===== src/rtl/namuru_pkg.sv =====
// Shared constants and types for the namuru dump scheduler.
// Word indices follow the correlator accumulator order.
package namuru_pkg;

  localparam int NUM_ACC_WORDS = 6;

  localparam logic [2:0] W_IE = 3'd0;
  localparam logic [2:0] W_QE = 3'd1;
  localparam logic [2:0] W_IP = 3'd2;
  localparam logic [2:0] W_QP = 3'd3;
  localparam logic [2:0] W_IL = 3'd4;
  localparam logic [2:0] W_QL = 3'd5;

  typedef enum logic {
    IDLE,
    COPY
  } state_t;

  function automatic int idx_w(input int n);
    return (n > 1) ? $clog2(n) : 1;
  endfunction

endpackage


===== src/rtl/namuru_dump_scheduler_if.sv =====
// Bus between the dump scheduler, the channel array,
// the accumulator mux and the register file.
interface namuru_dump_scheduler_if #(
  parameter int NCH  = 12,
  parameter int IDXW = 4
);

  logic [NCH-1:0]  dump;
  logic [IDXW-1:0] sel_ch;
  logic [2:0]      sel_word;
  logic [15:0]     acc_word;
  logic [IDXW+2:0] rd_addr;
  logic [15:0]     rd_data;
  logic [NCH-1:0]  new_data;
  logic            nd_clr;
  logic [NCH-1:0]  nd_clr_mask;
  logic [NCH-1:0]  overrun;
  logic            ov_clr;
  logic            data_irq;
  logic            busy;

  modport master (
    input  dump, acc_word, rd_addr,
    input  nd_clr, nd_clr_mask, ov_clr,
    output sel_ch, sel_word, rd_data,
    output new_data, overrun,
    output data_irq, busy
  );

  modport slave (
    output dump, acc_word, rd_addr,
    output nd_clr, nd_clr_mask, ov_clr,
    input  sel_ch, sel_word, rd_data,
    input  new_data, overrun,
    input  data_irq, busy
  );

endinterface


===== src/rtl/namuru_rr_arb.sv =====
// Round-robin priority search: first request
// after last, wrapping modulo N.
module namuru_rr_arb
  import namuru_pkg::*;
#(
  parameter int N = 12,
  parameter int W = 4
) (
  input  logic [N-1:0] req,
  input  logic [W-1:0] last,
  output logic [W-1:0] gnt,
  output logic         valid
);

  always_comb begin
    int k;
    gnt   = '0;
    valid = 1'b0;
    k     = 0;
    for (int i = 1; i <= N; i++) begin
      k = (int'(last) + i) % N;
      if (!valid && req[k]) begin
        valid = 1'b1;
        gnt   = W'(k);
      end
    end
  end

endmodule


===== src/rtl/namuru_dump_scheduler.sv =====
// Snapshots dumping channels' accumulators into a shared
// buffer, one channel at a time, round-robin.
module namuru_dump_scheduler
  import namuru_pkg::*;
#(
  parameter int NCH  = 12,
  parameter int IDXW = idx_w(NCH)
) (
  input logic correlator_clk,
  input logic rstn,
  namuru_dump_scheduler_if.master bus
);

  state_t state, state_d;

  logic [IDXW-1:0] cur_ch, last_grant;
  logic [IDXW-1:0] arb_gnt;
  logic            arb_valid;
  logic [2:0]      word;
  logic            copy, grant, done;

  logic [NCH-1:0] pending, nd_q, ov_q;
  logic [NCH-1:0] grant_vec, nd_set;
  logic [NCH-1:0] ov_set, copy_vec;
  logic [NCH-1:0] nd_clr_vec;
  logic           irq_q;
  logic [15:0]    rd_q;

  logic [15:0]     mem [NCH*8];
  logic [IDXW+2:0] wr_addr;
  logic [IDXW-1:0] rd_ch;
  logic [2:0]      rd_w;
  logic            rd_ok;

  namuru_rr_arb #(
    .N (NCH),
    .W (IDXW)
  ) u_arb (
    .req   (pending),
    .last  (last_grant),
    .gnt   (arb_gnt),
    .valid (arb_valid)
  );

  always_comb begin
    state_d   = state;
    grant     = 1'b0;
    done      = 1'b0;
    grant_vec = '0;
    nd_set    = '0;
    unique case (state)
      IDLE: begin
        if (arb_valid) begin
          grant              = 1'b1;
          grant_vec[arb_gnt] = 1'b1;
          state_d            = COPY;
        end
      end
      COPY: begin
        if (word == W_QL) begin
          done           = 1'b1;
          nd_set[cur_ch] = 1'b1;
          state_d        = IDLE;
        end
      end
      default: state_d = IDLE;
    endcase
  end

  assign copy = (state == COPY);

  // Overrun: re-dump while still queued or mid-copy.
  always_comb begin
    copy_vec = '0;
    if (copy) copy_vec[cur_ch] = 1'b1;
  end

  assign ov_set     = bus.dump & (pending | copy_vec);
  assign nd_clr_vec = bus.nd_clr ? bus.nd_clr_mask : '0;

  always_ff @(posedge correlator_clk) begin
    if (!rstn) begin
      state      <= IDLE;
      cur_ch     <= '0;
      word       <= '0;
      last_grant <= IDXW'(NCH - 1);
      pending    <= '0;
      nd_q       <= '0;
      ov_q       <= '0;
      irq_q      <= 1'b0;
    end else begin
      state   <= state_d;
      pending <= (pending & ~grant_vec) | bus.dump;
      nd_q    <= (nd_q & ~nd_clr_vec) | nd_set;
      ov_q    <= (bus.ov_clr ? '0 : ov_q) | ov_set;
      irq_q   <= |nd_q;
      if (grant) begin
        cur_ch     <= arb_gnt;
        last_grant <= arb_gnt;
        word       <= W_IE;
      end else if (done) begin
        word <= W_IE;
      end else if (copy) begin
        word <= word + 3'd1;
      end
    end
  end

  assign wr_addr = {cur_ch, word};

  always_ff @(posedge correlator_clk) begin
    if (rstn && copy) mem[wr_addr] <= bus.acc_word;
  end

  assign rd_ch = bus.rd_addr[IDXW+2:3];
  assign rd_w  = bus.rd_addr[2:0];
  assign rd_ok = (int'(rd_ch) < NCH) &&
                 (int'(rd_w) < NUM_ACC_WORDS);

  always_ff @(posedge correlator_clk) begin
    if (!rstn) rd_q <= '0;
    else       rd_q <= rd_ok ? mem[bus.rd_addr] : '0;
  end

  assign bus.sel_ch   = copy ? cur_ch : last_grant;
  assign bus.sel_word = copy ? word : W_IE;
  assign bus.rd_data  = rd_q;
  assign bus.new_data = nd_q;
  assign bus.overrun  = ov_q;
  assign bus.data_irq = irq_q;
  assign bus.busy     = copy;

endmodule


===== src/flat_wrapper.sv =====
// flat-port wrapper written by rule: the top's interface ports become plain ports
module namuru_dump_scheduler_flat import namuru_pkg::*;
#(
  parameter int NCH  = 12,
  parameter int IDXW = idx_w(NCH)
)
  (correlator_clk, rstn, bus_dump, bus_acc_word, bus_rd_addr, bus_nd_clr, bus_nd_clr_mask, bus_ov_clr, bus_sel_ch, bus_sel_word, bus_rd_data, bus_new_data, bus_overrun, bus_data_irq, bus_busy);
  namuru_dump_scheduler_if #(.NCH(NCH), .IDXW(IDXW)) bus_i ();
  input logic correlator_clk;
  input logic rstn;
  input wire logic [$bits(bus_i.dump)-1:0] bus_dump;
  input wire logic [$bits(bus_i.acc_word)-1:0] bus_acc_word;
  input wire logic [$bits(bus_i.rd_addr)-1:0] bus_rd_addr;
  input wire logic [$bits(bus_i.nd_clr)-1:0] bus_nd_clr;
  input wire logic [$bits(bus_i.nd_clr_mask)-1:0] bus_nd_clr_mask;
  input wire logic [$bits(bus_i.ov_clr)-1:0] bus_ov_clr;
  output wire logic [$bits(bus_i.sel_ch)-1:0] bus_sel_ch;
  output wire logic [$bits(bus_i.sel_word)-1:0] bus_sel_word;
  output wire logic [$bits(bus_i.rd_data)-1:0] bus_rd_data;
  output wire logic [$bits(bus_i.new_data)-1:0] bus_new_data;
  output wire logic [$bits(bus_i.overrun)-1:0] bus_overrun;
  output wire logic [$bits(bus_i.data_irq)-1:0] bus_data_irq;
  output wire logic [$bits(bus_i.busy)-1:0] bus_busy;
  assign bus_i.dump = bus_dump;
  assign bus_i.acc_word = bus_acc_word;
  assign bus_i.rd_addr = bus_rd_addr;
  assign bus_i.nd_clr = bus_nd_clr;
  assign bus_i.nd_clr_mask = bus_nd_clr_mask;
  assign bus_i.ov_clr = bus_ov_clr;
  assign bus_sel_ch = bus_i.sel_ch;
  assign bus_sel_word = bus_i.sel_word;
  assign bus_rd_data = bus_i.rd_data;
  assign bus_new_data = bus_i.new_data;
  assign bus_overrun = bus_i.overrun;
  assign bus_data_irq = bus_i.data_irq;
  assign bus_busy = bus_i.busy;
  namuru_dump_scheduler #(.NCH(NCH), .IDXW(IDXW)) u_core (.correlator_clk(correlator_clk), .rstn(rstn), .bus(bus_i));
endmodule

===== config.mk =====
export PLATFORM = sky130hd
export DESIGN_NAME = namuru_dump_scheduler_flat
export DESIGN_NICKNAME = d
export VERILOG_FILES = /design/src/rtl/namuru_pkg.sv /design/src/rtl/namuru_dump_scheduler_if.sv /design/src/rtl/namuru_rr_arb.sv /design/src/rtl/namuru_dump_scheduler.sv /design/src/flat_wrapper.sv
export SDC_FILE = /design/constraint.sdc
export NUM_CORES = 1
export LEC_CHECK = 0
export CORE_MARGIN = 8
export CORE_UTILIZATION = 50
export DETAILED_ROUTE_END_ITERATION = 8
export PLACE_DENSITY = 0.74
export SYNTH_ARGS = -nofsm -noshare
export SYNTH_HDL_FRONTEND = slang
export SYNTH_HIERARCHICAL = 1
export SYNTH_SLANG_ARGS = --single-unit

===== constraint.sdc =====
create_clock -name correlator_clk -period 6.05 [get_ports correlator_clk]
set_clock_uncertainty 0.2 [all_clocks]
set_input_delay 0.9075 -clock correlator_clk [delete_from_list [all_inputs] [get_ports correlator_clk]]
set_output_delay 0.9075 -clock correlator_clk [all_outputs]
set_load 0.1 [all_outputs]

==> impl_metrics.json <==
{
  "min_path_type": "in -> reg",
  "period_needed_ns": 5.610,
  "sw_frac_of_total": 0.2773,
  "mostFrequentLayoutCell": "edfxtp_1",
  "critPathCaptureType": "flip-flop",
  "cts_buffers": 158,
  "cts_tree": "built",
  "cp_max_fo": 9,
  "dieArea_um2": 139700,
  "ys_seq_elements": 1600,
  "area_growth_pct": 13.51,
  "clkSinkCount": 1600,
  "maxSlewHeadroom": 0.1277,
  "place_congestion": 0.8958,
  "peakVddDrop_v": 0.0003435,
  "drc": 0,
  "placed_cells": 4958,
  "cts_hold_buf": 0,
  "die_h_um": 373.7,
  "tns_ns": 0,
  "initial_core_util": 0.5024,
  "path_clk_slew_ns": 0.06,
  "grt_max_degree": 97,
  "mostFrequentLayoutCells": "edfxtp_1 (1,536), mux4_2 (406), buf_4 (183)",
  "rsz0062_at_grt": "false",
  "hold_depth": 1,
  "syn_nets": 3281,
  "grt_pass1_vias": 33328,
  "slew_viol_final": 0,
  "tightest_slew_ns": 1.276,
  "pwr-share-seq": 0.461,
  "synthArstFlopShare": 0,
  "cp.arrival_ns": 6.06,
  "vias": 33241,
  "status": "complete, no violations",
  "ys_warn_count": 6,
  "synth_ff_type": "edfxtp_1",
  "fmax_ghz": 0.1783,
  "pwr-share-clk": 0.354,
  "regToRegSetupSlack_ns": 0.44,
  "critical_path_class": "reg -> reg",
  "nNetsFinal": 3539,
  "ios": 100,
  "cts_root_buffer": "clkbuf_16",
  "antenna_found_initial": 3,
  "r2r_cells": 17,
  "fp.dieW_um": 373.7,
  "finalHoldViolations": 0,
  "core-area_um2": 127400,
  "synthesis.instances": 3198,
  "layout-drive-gt1-share": 0.2498,
  "power_frac_comb": 0.184,
  "ys_seq_area_frac": 0.7410,
  "hpwl_um": 93950,
  "cp-start-kind": "flip-flop",
  "p_leak_nw": 23.09,
  "r2r_start": "u_core/cur_ch[2]",
  "cts.htree.levels": 4,
  "clk_latency_ns": 0.79,
  "final-setup-viol-count": 0,
  "avgSynthCellArea_um2": 20.01,
  "min_period_over_period": 0.9273,
  "num_rows": 131,
  "grt_overflow": 0,
  "crit_required_ns": 6.50,
  "max-cap-violations": 0,
  "reg2reg_to": "u_core/pending[7]",
  "synth_edf_count": 1536,
  "drt_pass1_iterations": 5,
  "ys_types": 93,
  "drt-vias-per-instance": 6.329,
  "portBuffers": 99,
  "wl_per_cell_um": 29.77,
  "holdPathEnd": "u_core/mem[65][14]",
  "gr-usage-all-layers": 0.2203,
  "wirelength_um": 156400,
  "stdcell_count": 5252,
  "grt_first_pass_wirelength_um": 229100,
  "drtIter0Drc": 3695,
  "clock_path_buffers": 3,
  "switching_power_w": 0.007419,
  "min_from": "bus_acc_word[14]",
  "ant_nets": 0,
  "netlist_area_um2": 63980,
  "p_int_w": 0.01933,
  "power_density_nw_per_um2": 368.4
}
-- how the worst max path moves through the flow --
stage	slack [ns]	cells past startpoint	end	from
global route	0.03	17	u_core/pending[7]	u_core/cur_ch[2]
floorplan	0.60	18	u_core/pending[8]	u_core/last_grant[1]
finish	0.44	17	u_core/pending[7]	u_core/cur_ch[2]
detailed placement	0.36	17	u_core/pending[8]	u_core/cur_ch[2]
CTS	0.32	17	u_core/pending[8]	u_core/cur_ch[2]
global placement	0.43	17	u_core/pending[8]	u_core/cur_ch[2]
-- cells by family (layout without fill, tap and decap cells) --
group	after synthesis	count (layout)	share of synthesized area
adders and majority gates	32	32	0.006258
muxes	509	509	0.1596
buffers and inverters	208	597	0.01586
and+or+nand+nor	474	474	0.03624
AOI/OAI and AO/OA	365	365	0.03935
other	0	3	0
xor gates and xnor gates	10	10	0.001721
DFF	1600	1600	0.7410
-- worst max-delay path, stage by stage (launching register included) --
cell and delay, ns:
dfxtp_1 0.50, ha_1 0.33, a21boi_0 0.20, nor2_1 0.35
ha_1 0.32, nor3b_1 0.24, or3b_2 0.46, a221oi_1 0.43
or3_1 0.23, nand2_1 0.10, nor3_1 0.45, nor4b_1 0.31
nor3_1 0.09, o22ai_1 0.49, nor3b_2 0.39, nand3_1 0.12
a21oi_1 0.20, nor2_1 0.06
-- cells in the mapped netlist, drive strengths merged, types with 25 or more instances --
cell type / n / area share
nand3: 37 / 0.0030
nand2: 102 / 0.0060
nand2b: 27 / 0.0026
edfxtp: 1536 / 0.72
a21oi: 89 / 0.0070
ha: 32 / 0.0063
a211oi: 25 / 0.0030
nor2b: 30 / 0.0029
mux2: 26 / 0.0046
o21ai: 34 / 0.0027
clkbuf: 77 / 0.0045
buf: 99 / 0.0094
mux2i: 77 / 0.012
inv: 31 / 0.0018
mux4: 406 / 0.14
nor2: 169 / 0.0099
o22ai: 43 / 0.0042
dfxtp: 64 / 0.020
a22oi: 42 / 0.0049
-- power groups by stage --
stage	Clock (W)	Combinational (W)	Sequential, W
floorplan	0	0.00314	0.0127
global route	0.0100	0.00528	0.0124
CTS	0.00962	0.00480	0.0123
global placement	0	0.00477	0.0126
detailed placement	0	0.00477	0.0126
finish	0.00948	0.00493	0.0123
-- flip-flops by register name (all words and copies together), names as in the netlist --
| name | count |
|---|---|
| u_core/mem | 1536 |
| u_core/bus.rd_data | 16 |
| u_core/bus.new_data | 12 |
| u_core/bus.overrun | 12 |
| u_core/pending | 12 |
| u_core/cur_ch | 4 |
| u_core/last_grant | 3 |
| u_core/word | 3 |
| u_core/bus.busy | 1 |
| u_core/bus.data_irq | 1 |
-- area by class of cell --
cell class | instances | area [um^2]
timing repair buffer | 274 | 2375
inverter | 32 | 120.1
clock buffer | 193 | 4085
clock inverter | 98 | 930.9
multi-input combinational | 1390 | 15620
antenna | 3 | 7.507
tap | 1662 | 2079
sequential | 1600 | 47410
fill | 9080 | 54740
-- metrics by stage --
stage,area (um^2),hold WS (ns),total power [W],utilization,setup WS [ns]
global route,72610,0.1334,0.02766,0.5702,0.03350
global placement,67570,0.2554,0.01734,0.5306,0.4316
detailed placement,67570,0.2634,0.01735,0.5306,0.3616
finish,72620,0.1575,0.02675,0.5702,0.4401
CTS,72590,0.1026,0.02677,0.5700,0.3161
floorplan,63980,0.2675,0.01581,-,0.6044
-- layer usage --
metal	global-route usage	part of all wire	routed length (um)
met1	0.3045	0.39	61750
met2	0.3513	0.48	75230
met3	0.04344	0.086	13520
met4	0.07997	0.037	5842
met5	0	0.000077	12
-- what timing repair did --
| action | in CTS | in global routing |
|---|---|---|
| endpoints found under the setup margin | 0 | 9 |
| resized for setup | 0 | 4 |
| setup buffers | 0 | 0 |
| endpoints found under the hold margin | 0 | 0 |
No activity file was read; power rests on OpenSTA's default activity.
